[config.mk]
export PLATFORM = sky130hd
export DESIGN_NAME = fact_result_fifo
export DESIGN_NICKNAME = d
export VERILOG_FILES = /design/src/rtl/fact_pkg.sv /design/src/rtl/fact_sticky_flag.sv /design/src/rtl/fact_result_fifo.sv
export SDC_FILE = /design/constraint.sdc
export NUM_CORES = 1
export LEC_CHECK = 0
export BUFFER_PORTS_ARGS = -buffer_cell sky130_fd_sc_hd__buf_2
export CAP_MARGIN = 10
export CORE_ASPECT_RATIO = 1.25
export CORE_MARGIN = 2
export CORE_UTILIZATION = 40
export DETAILED_ROUTE_END_ITERATION = 10
export PLACE_DENSITY = 0.65
export SYNTH_ARGS = -nofsm -noshare
export SYNTH_HDL_FRONTEND = slang
export SYNTH_HIERARCHICAL = 1
export SYNTH_SLANG_ARGS = --single-unit
[constraint.sdc]
create_clock -name Clk -period 2.4 [get_ports Clk]
set_input_delay 0.12 -clock Clk [delete_from_list [all_inputs] [get_ports Clk]]
set_output_delay 0.12 -clock Clk [all_outputs]
set_load 0.02 [all_outputs]
[src/rtl/fact_pkg.sv]
// Shared constants for the factorial accelerator result path.
// Entry layout is {Err, Done, D}; defaults are also used by the register map.
package fact_pkg;

  localparam int DEF_W          = 32;
  localparam int DEF_DEPTH      = 4;
  localparam int DEF_IRQ_THRESH = 1;

  function automatic int entry_w(input int w);
    return w + 2;
  endfunction

  function automatic int err_bit(input int w);
    return w + 1;
  endfunction

  function automatic int done_bit(input int w);
    return w;
  endfunction

endpackage

[src/rtl/fact_sticky_flag.sv]
// Sticky status bit: set has priority over clear.
// Asynchronous active-low reset.
module fact_sticky_flag (
  input  logic Clk,
  input  logic Rst_n,
  input  logic Set,
  input  logic Clr,
  output logic Q
);

  always_ff @(posedge Clk or negedge Rst_n) begin
    if (!Rst_n)   Q <= 1'b0;
    else if (Set) Q <= 1'b1;
    else if (Clr) Q <= 1'b0;
  end

endmodule

[src/rtl/fact_result_fifo.sv]
// First-word-fall-through result queue for the factorial accelerator,
// with sticky overflow/underflow flags and an occupancy interrupt.
module fact_result_fifo
  import fact_pkg::*;
#(
  parameter int W          = DEF_W,
  parameter int DEPTH      = DEF_DEPTH,
  parameter int IRQ_THRESH = DEF_IRQ_THRESH,
  parameter int CW         = $clog2(DEPTH) + 1
) (
  input  logic          Clk,
  input  logic          Rst_n,
  input  logic [W-1:0]  D,
  input  logic          Done,
  input  logic          Err,
  input  logic          Load,
  input  logic          Pop,
  input  logic          ClrFlags,
  output logic [W-1:0]  Q,
  output logic          ResDone,
  output logic          ResErr,
  output logic          Empty,
  output logic          Full,
  output logic [CW-1:0] Count,
  output logic          Ovf,
  output logic          Udf,
  output logic          Irq
);

  localparam int ENTRY_W = entry_w(W);
  localparam int ERR_B   = err_bit(W);
  localparam int DONE_B  = done_bit(W);
  localparam int AW      = $clog2(DEPTH);

  logic [ENTRY_W-1:0] mem [DEPTH];
  logic [AW-1:0]      wr_ptr;
  logic [AW-1:0]      rd_ptr;
  logic [CW-1:0]      count_next;
  logic [ENTRY_W-1:0] head;
  logic               push_ok;
  logic               pop_ok;
  logic               ovf_set;
  logic               udf_set;

  assign Empty = (Count == '0);
  assign Full  = (Count == CW'(DEPTH));

  // A pop at Full frees the slot the push needs in the same cycle
  assign pop_ok  = Pop && !Empty;
  assign push_ok = Load && (!Full || Pop);
  assign ovf_set = Load && Full && !Pop;
  assign udf_set = Pop && Empty;

  always_comb begin
    count_next = Count;
    if (push_ok && !pop_ok) count_next = Count + 1'b1;
    if (!push_ok && pop_ok) count_next = Count - 1'b1;
  end

  always_ff @(posedge Clk) begin
    if (push_ok) mem[wr_ptr] <= {Err, Done, D};
  end

  always_ff @(posedge Clk or negedge Rst_n) begin
    if (!Rst_n) begin
      wr_ptr <= '0;
      rd_ptr <= '0;
      Count  <= '0;
      Irq    <= 1'b0;
    end else begin
      if (push_ok) wr_ptr <= wr_ptr + 1'b1;
      if (pop_ok)  rd_ptr <= rd_ptr + 1'b1;
      Count <= count_next;
      Irq   <= (count_next >= CW'(IRQ_THRESH));
    end
  end

  assign head    = Empty ? '0 : mem[rd_ptr];
  assign Q       = head[W-1:0];
  assign ResDone = head[DONE_B];
  assign ResErr  = head[ERR_B];

  fact_sticky_flag u_ovf (
    .Clk   (Clk),
    .Rst_n (Rst_n),
    .Set   (ovf_set),
    .Clr   (ClrFlags),
    .Q     (Ovf)
  );

  fact_sticky_flag u_udf (
    .Clk   (Clk),
    .Rst_n (Rst_n),
    .Set   (udf_set),
    .Clr   (ClrFlags),
    .Q     (Udf)
  );

endmodule
==> summary.md, run 1 <==
| Metric | Value |
|---|---|
| Status | complete, no violations |
| Dpl hpwl | 6.80 mm |
| Seq/Total Area, Yosys | 74.9% |
| Row cnt | 49 |
| Root Buffer | clkbuf_16 |
| Maximum vdd ir drop | 0.682 mV |
| Cells after Synth | 282 |
| Layout cells sized above 1 | 37.7% |
| Cells on worst reg2reg path | 6 |
| Largest net degree at the start of global routing | 37 |
| DRT antenna net count | 0 |
| Initial antenna violation count | 0 |
| GP Congestion | 0.732 |
| Routed wire length | 11.0 mm |
| Sink Count | 146 |
| First-pass GRT wire length | 17.5 mm |
| Antenna diodes | 0 |
| M1 WL | 4.69 mm |
| Synthesis-stage register bit count | 146 |
| IO Count | 81 |
| Yosys warns | 6 |
| Clk_skew | 0.00868 ns |
| FF-to-FF Start | Count[1] |
| Nets | 460 |
| Yosys cell types | 30 |
| Vias in the first global route | 3203 |
| Vias | 2991 |
| Gr usage total | 15.1% |
| Starting Density | 40.5% |
| Die Y | 138 µm |
| Fmax achieved | 449 MHz |
| Routed len/inst | 18.2 µm |
| Vias per std cell | 4.94 |
| Critical Path End Type | output port |
| Net Count, Synth | 328 |
| Total power | 9730 µW |
| Slew Limit Fails | 0 |
| Critical path type | reg2out |
| Routed wl met2 | 5.75 mm |
| Mapped Avg Cell Area | 20.5 µm² |
| Power Density | 1310 mW/mm² |
| Number of post-CTS setup repair buffers | 0 |
| DRT Pass-1 Iters | 4 |
| Reg2reg end | mem[3][17] |
| Endpoints failing hold | 0 |
| Startpoint Class | register |
| Slew HR | 79.4% |
| Critical path's largest stage delay | 0.45 ns |
| Htree depth | 4 |
| Die Area | 0.0154 mm² |
| Clock latency on the worst-skew pair | 0.41 ns |
| Gr ovfl total | 0 |
| CTS Buf Count | 17 |
| Top_reg_cell synth | edfxtp_1 |
| RSZ-0062 raised after global routing | false |
| Fin crit share | 92.9% |
| Endpoints failing setup | 0 |
| Post-synth EDFFs | 136 |
| Data arrival, critical path | 2.11 ns |
| Worst-Margin Slew | 0.309 ns |
| Max Root-Sink Buffers | 2 |
| R2r setup slk | 0.41 ns |
| Crit-path slowest cell | dfrtp_2 |
| Critical path peak fanout | 15 |
| Initial DRC count | 144 |
| Worst-path cell chain | inv_1, ha_2, nand2b_4, buf_6, buf_4, and2_1, buf_2 |
| Tmin final | 2.23 ns |
| Met3 routed WL | 434 µm |
| Area Growth Syn to Fin | 28.3% |
| Asr flop ratio synth | 6.85% |
| Top routing layer in use | met4 |
| Mapped Area | 0.00578 mm² |
| Crit path to | Q[6] |
| Max-cap viol count | 0 |
| IO buf count | 80 |
| CP startpoint | Count[1] |
| LEAKAGE | 0.00271 µW |
| Setup_tns | 0 ns |
| CTS clk-pin slew, worst paths | 0.06 ns |
| WP data required | 2.28 ns |
| CTS tree | built |
| Die width | 112 µm |
| # DRC | 0 |
| Core ar. | 0.0143 mm² |
| HP Class | in2reg |
[cell usage in the layout, fill, tap and decap left out, drive strengths merged]
cell / synthesis / final
edfxtp: 136 / 136
buf: 9 / 91
and2: 39 / 39
dlygate4sd3: 0 / 36
mux4: 34 / 34
clkbuf: 5 / 19
dfrtp: 10 / 10
inv: 8 / 8
ha: 7 / 7
nand2: 6 / 6
clkinv: 0 / 6
xnor2: 4 / 4
bufinv: 0 / 4
clkinvlp: 0 / 3
a21oi: 2 / 2
nor2b: 2 / 2
o21ai: 2 / 2
nand3b: 2 / 2
nand4bb: 2 / 2
a21o: 2 / 2
nand2b: 2 / 2
maj3: 1 / 1
or3: 1 / 1
o2111ai: 1 / 1
mux2i: 1 / 1
a22oi: 1 / 1
and3: 1 / 1
a311o: 1 / 1
o21a: 1 / 1
nor3b: 1 / 1
nand3: 1 / 1
[through the flow]
step	utilization, %	worst slack [ns]	std cells	area (µm²)	hold WS [ns]
after floorplan	-	0.284	282	5790	-0.176
after global placement	45.2	0.444	537	6450	0.00141
after detailed placement	45.2	0.334	537	6450	0.0131
after CTS	51.9	0.0266	605	7420	0.0379
after global routing	52.0	0.0532	605	7420	0.0746
final	52.0	0.171	605	7420	0.0547
[cell usage after synthesis (3+ instances only)]
library cell | instances | share of area [%]
buf_6 | 3 | 0.58
edfxtp_1 | 136 | 71
inv_1 | 7 | 0.45
nand2_1 | 6 | 0.39
and2_1 | 39 | 4.2
xnor2_1 | 4 | 0.61
dfrtp_1 | 10 | 4.3
clkbuf_1 | 5 | 0.32
buf_2 | 4 | 0.35
mux4_2 | 34 | 13
ha_1 | 7 | 1.5
[sequential cells by signal (all words and copies together), names as in the netlist]
register  flops
mem         136
Count         3
rd_ptr        2
wr_ptr        2
Irq           1
u_ovf/Q       1
u_udf/Q       1
[cell type report]
type	instances	area, µm²
flip-flops and latches	146	4340
clock inverters	13	166
clock buffers	19	433
multi-input cells	114	1350
fillers	1161	6860
inverters	8	30.0
repair buffers	127	885
well taps	178	223
[cells by family after synthesis]
kind of cell,Yosys count,synth area share (%)
adders and majority gates,8,1.71
xor gates and xnor gates,4,0.606
muxes,35,13.4
DFF,146,74.9
AOI/OAI and AO/OA,10,1.19
and+or+nand+nor,57,6.12
buffers and inverters,22,2.03
[worst min path at each step]
stage | slack [ns] | endpoint | start | cells after the start
final | 0.05 | rd_ptr[0] | Pop | 3
after global routing | 0.07 | rd_ptr[0] | Pop | 3
after CTS | 0.04 | rd_ptr[0] | Pop | 3
after detailed placement | 0.01 | u_ovf/Q | Rst_n | 1
after global placement | 0.001 | u_udf/Q | Rst_n | 1
after floorplan | -0.18 | Count[0] | Rst_n | 0
[per-layer routing]
metal  up-vias  global-route usage (%)
li1       1380                       -
met2        81                    25.3
met3        14                    3.33
met4         0                    5.65
met5         -                       0
met1      1516                    19.4
[what timing repair did]
item                       in CTS  in global routing
hold buffers                   36                  0
setup endpoints to repair      15                 15
gates resized for setup         2                  2
hold endpoints to repair      148                  0
pin swaps                       0                  0
[critical path, delay by kind of cell (launching register included)]
| kind | cells | cell delay [ns] |
|---|---|---|
| adders and majority gates | 1 | 0.29 |
| buffers and inverters | 4 | 0.66 |
| DFF | 1 | 0.45 |
| and+or+nand+nor | 2 | 0.29 |
[where the power goes]
group	total [µW]	switching, µW	internal [µW]
Combinational	3550	2010	1540
Clock	2660	942	1720
Sequential	3520	163	3360
Total	9730	3110	6620
(Power assumes the default switching activity.)
==> run 2: changes to the inputs <==
--- a/config.mk
+++ b/config.mk
@@ -12,6 +12,8 @@
 export CORE_UTILIZATION = 40
 export DETAILED_ROUTE_END_ITERATION = 10
 export PLACE_DENSITY = 0.65
+export REMOVE_ABC_BUFFERS = 1
+export SKIP_CTS_REPAIR_TIMING = 1
 export SYNTH_ARGS = -nofsm -noshare
 export SYNTH_HDL_FRONTEND = slang
 export SYNTH_HIERARCHICAL = 1
==> run 2 against run 1 <==
  * Final cell count is 0.17% higher
  * Via count is 1.9% higher
  * Largest power group unchanged
  * Critical endpoint is now Q[5]
  * Clock power about the same
  * Die area unchanged
==> summary.md, run 2 (same netlist as run 1, synthesis figures left out) <==
| Metric | Value |
|---|---|
| Root Buffer | clkbuf_16 |
| Tmin final | 2.22 ns (-0.00680 ns) |
| Core ar. | 0.0143 mm² (unchanged) |
| Vias in the first global route | 3063 (-4.4%) |
| Critical path peak fanout | 17 (+2) |
| Fin crit share | 92.6% (-0.28 points) |
| Endpoints failing hold | 0 (unchanged) |
| Max-cap viol count | 0 (unchanged) |
| Gr ovfl total | 0 (unchanged) |
| CP startpoint | Count[1] |
| CTS Buf Count | 17 (unchanged) |
| Htree depth | 4 (unchanged) |
| Pre-CTS setup slack | 0.337 ns (+0.00289 ns) |
| Nets | 461 (+0.22%) |
| Vias | 3047 (+1.9%) |
| Most common cell after layout, fill and taps aside | edfxtp_1 |
| Critical Path End Type | output port |
| Worst Hold Launch | Pop |
| Dpl hpwl | 6.53 mm (-4.0%) |
| Largest Register | mem |
| Most frequent cells in the layout | edfxtp_1 (136), buf_2 (80), dlygate4sd3_1 (36) |
| GP Congestion | 0.748 (+2.2%) |
| Clock latency on the worst-skew pair | 0.41 ns (about the same) |
| Hold Path Stages | 3 (unchanged) |
| Max Root-Sink Buffers | 2 (unchanged) |
| Antenna diodes | 0 (unchanged) |
| Area Growth Syn to Fin | 29.1% |
| Endpoints failing setup | 0 (unchanged) |
| Routed len/inst | 17.8 µm (-2.5%) |
| DRT Pass-1 Iters | 4 (unchanged) |
| CTS clk-pin slew, worst paths | 0.06 ns (about the same) |
| LEAKAGE | 0.00273 µW (+0.70%) |
| Number of flip-flops in the largest register | 136 (unchanged) |
| Initial DRC count | 229 (+59%) |
| Die width | 112 µm (unchanged) |
| Critical path type | reg2out |
| DRT antenna net count | 0 (unchanged) |
| Clk_skew | 0.00471 ns (-0.00397 ns) |
| Cells on worst reg2reg path | 6 (unchanged) |
| Die Y | 138 µm (unchanged) |
| Top Registers | mem: 136 flops, Count: 3 flops |
| Critical path's largest stage delay | 0.46 ns (about the same) |
| Final hold slack | 0.0745 ns (+0.0197 ns) |
| FF-to-FF Start | Count[1] |
| Final core utilization | 52.3% (+0.33 points) |
| Startpoint Class | register |
| Worst-Margin Slew | 0.307 ns (-0.00211 ns) |
| Routed wire length | 10.8 mm (-2.3%) |
| Fillers | 1158 (-0.26%) |
| Row cnt | 49 (unchanged) |
| IO buf count | 80 (unchanged) |
| Layout cells sized above 1 | 39.0% (+1.3 points) |
| Starting Density | 40.5% (unchanged) |
| Die Area | 0.0154 mm² (unchanged) |
| Vias per std cell | 5.03 (+1.7%) |
| CTS tree | built |
| Sink Count | 146 (unchanged) |
| Gr usage total | 14.4% (-0.67 points) |
| Crit-path slowest cell | dfrtp_1 |
| First-pass GRT wire length | 16.6 mm (-5.0%) |
| Data arrival, critical path | 2.10 ns (about the same) |
| Maximum vdd ir drop | 0.669 mV (-1.8%) |
| Fmax achieved | 450 MHz (+0.31%) |
| Slew HR | 79.5% (+0.14 points) |
| Power Density | 1310 mW/mm² (-0.41%) |
| IO Count | 81 (unchanged) |
| Initial antenna violation count | 0 (unchanged) |
| Setup WS post-layout | 0.178 ns (+0.00680 ns) |
| Largest net degree at the start of global routing | 37 (unchanged) |
| Slew Limit Fails | 0 (unchanged) |
| WP data required | 2.28 ns (about the same) |
| HP Class | in2reg |
| # DRC | 0 (unchanged) |
| Worst-path cell chain | inv_1, ha_1, nand2b_4, buf_4, and2_1, buf_2 |
| Status | complete, no violations |
| RSZ-0062 raised after global routing | false |
| Total power | 9750 µW (+0.23%) |
## run 2: changes by cell type in the layout (fill, tap and decap cells not counted), moves of 2 or more
cell,before,now
inv_6,0,2
clkinvlp_4,3,5
buf_12,3,6
clkinv_4,0,2
clkbuf_1,2,0
clkinv_1,5,0
## run 2: layout make-up
| cell class | count | area (µm²) | area share [%] |
|---|---|---|---|
| Sequential cell | 146 | 4340 | 58.1 |
| Multi-Input combinational cell | 114 | 1350 | 18.0 |
| Timing Repair Buffer | 128 | 926 | 12.4 |
| Clock buffer | 17 | 425 | 5.70 |
| Tap cell | 178 | 223 | 2.98 |
| Clock inverter | 15 | 184 | 2.46 |
| Inverter | 8 | 30.0 | 0.402 |
## run 2: path summary, 6_finish.rpt
check | slack (ns) | to
hold reg to reg | 0.47 | u_udf/Q
hold / removal | 0.07 | rd_ptr[0]
max in group asynchronous | 2.07 | rd_ptr[1]
min in group asynchronous | 0.10 | Count[2]
setup / recovery | 0.18 | Q[5]
setup reg to reg | 0.36 | mem[0][28]
## run 2: critical path: cells and delay by family (launching register included)
| kind | cells | cell delay (ns) |
|---|---|---|
| buf+inv | 3 | 0.52 |
| flops | 1 | 0.46 |
| simple gates | 2 | 0.41 |
| fa+ha+maj | 1 | 0.30 |
## run 2: report_power, final
part / internal, µW / switching [µW]
sequential: 3360 / 155
combinational: 1570 / 2010
clock: 1640 / 1020
total: 6570 / 3180
## run 2: through the flow
stage / instances / instance area (µm²) / TNS, ns
5_1_grt: 606 / 7470 / 0
4_1_cts: 570 / 7100 / 0
2_1_floorplan: 268 / 5700 / -12.24
6_report: 606 / 7470 / 0
3_3_place_gp: 538 / 6490 / 0
3_5_place_dp: 538 / 6490 / 0
## run 2: per-layer routing
| layer | GRT usage, % | routed length, µm | vias up |
|---|---|---|---|
| li1 | - | - | 1380 |
| met4 | 4.87 | 140 | 0 |
| met3 | 4.43 | 505 | 13 |
| met2 | 23.1 | 5490 | 90 |
| met5 | 0 | 0 | - |
| met1 | 18.9 | 4650 | 1564 |
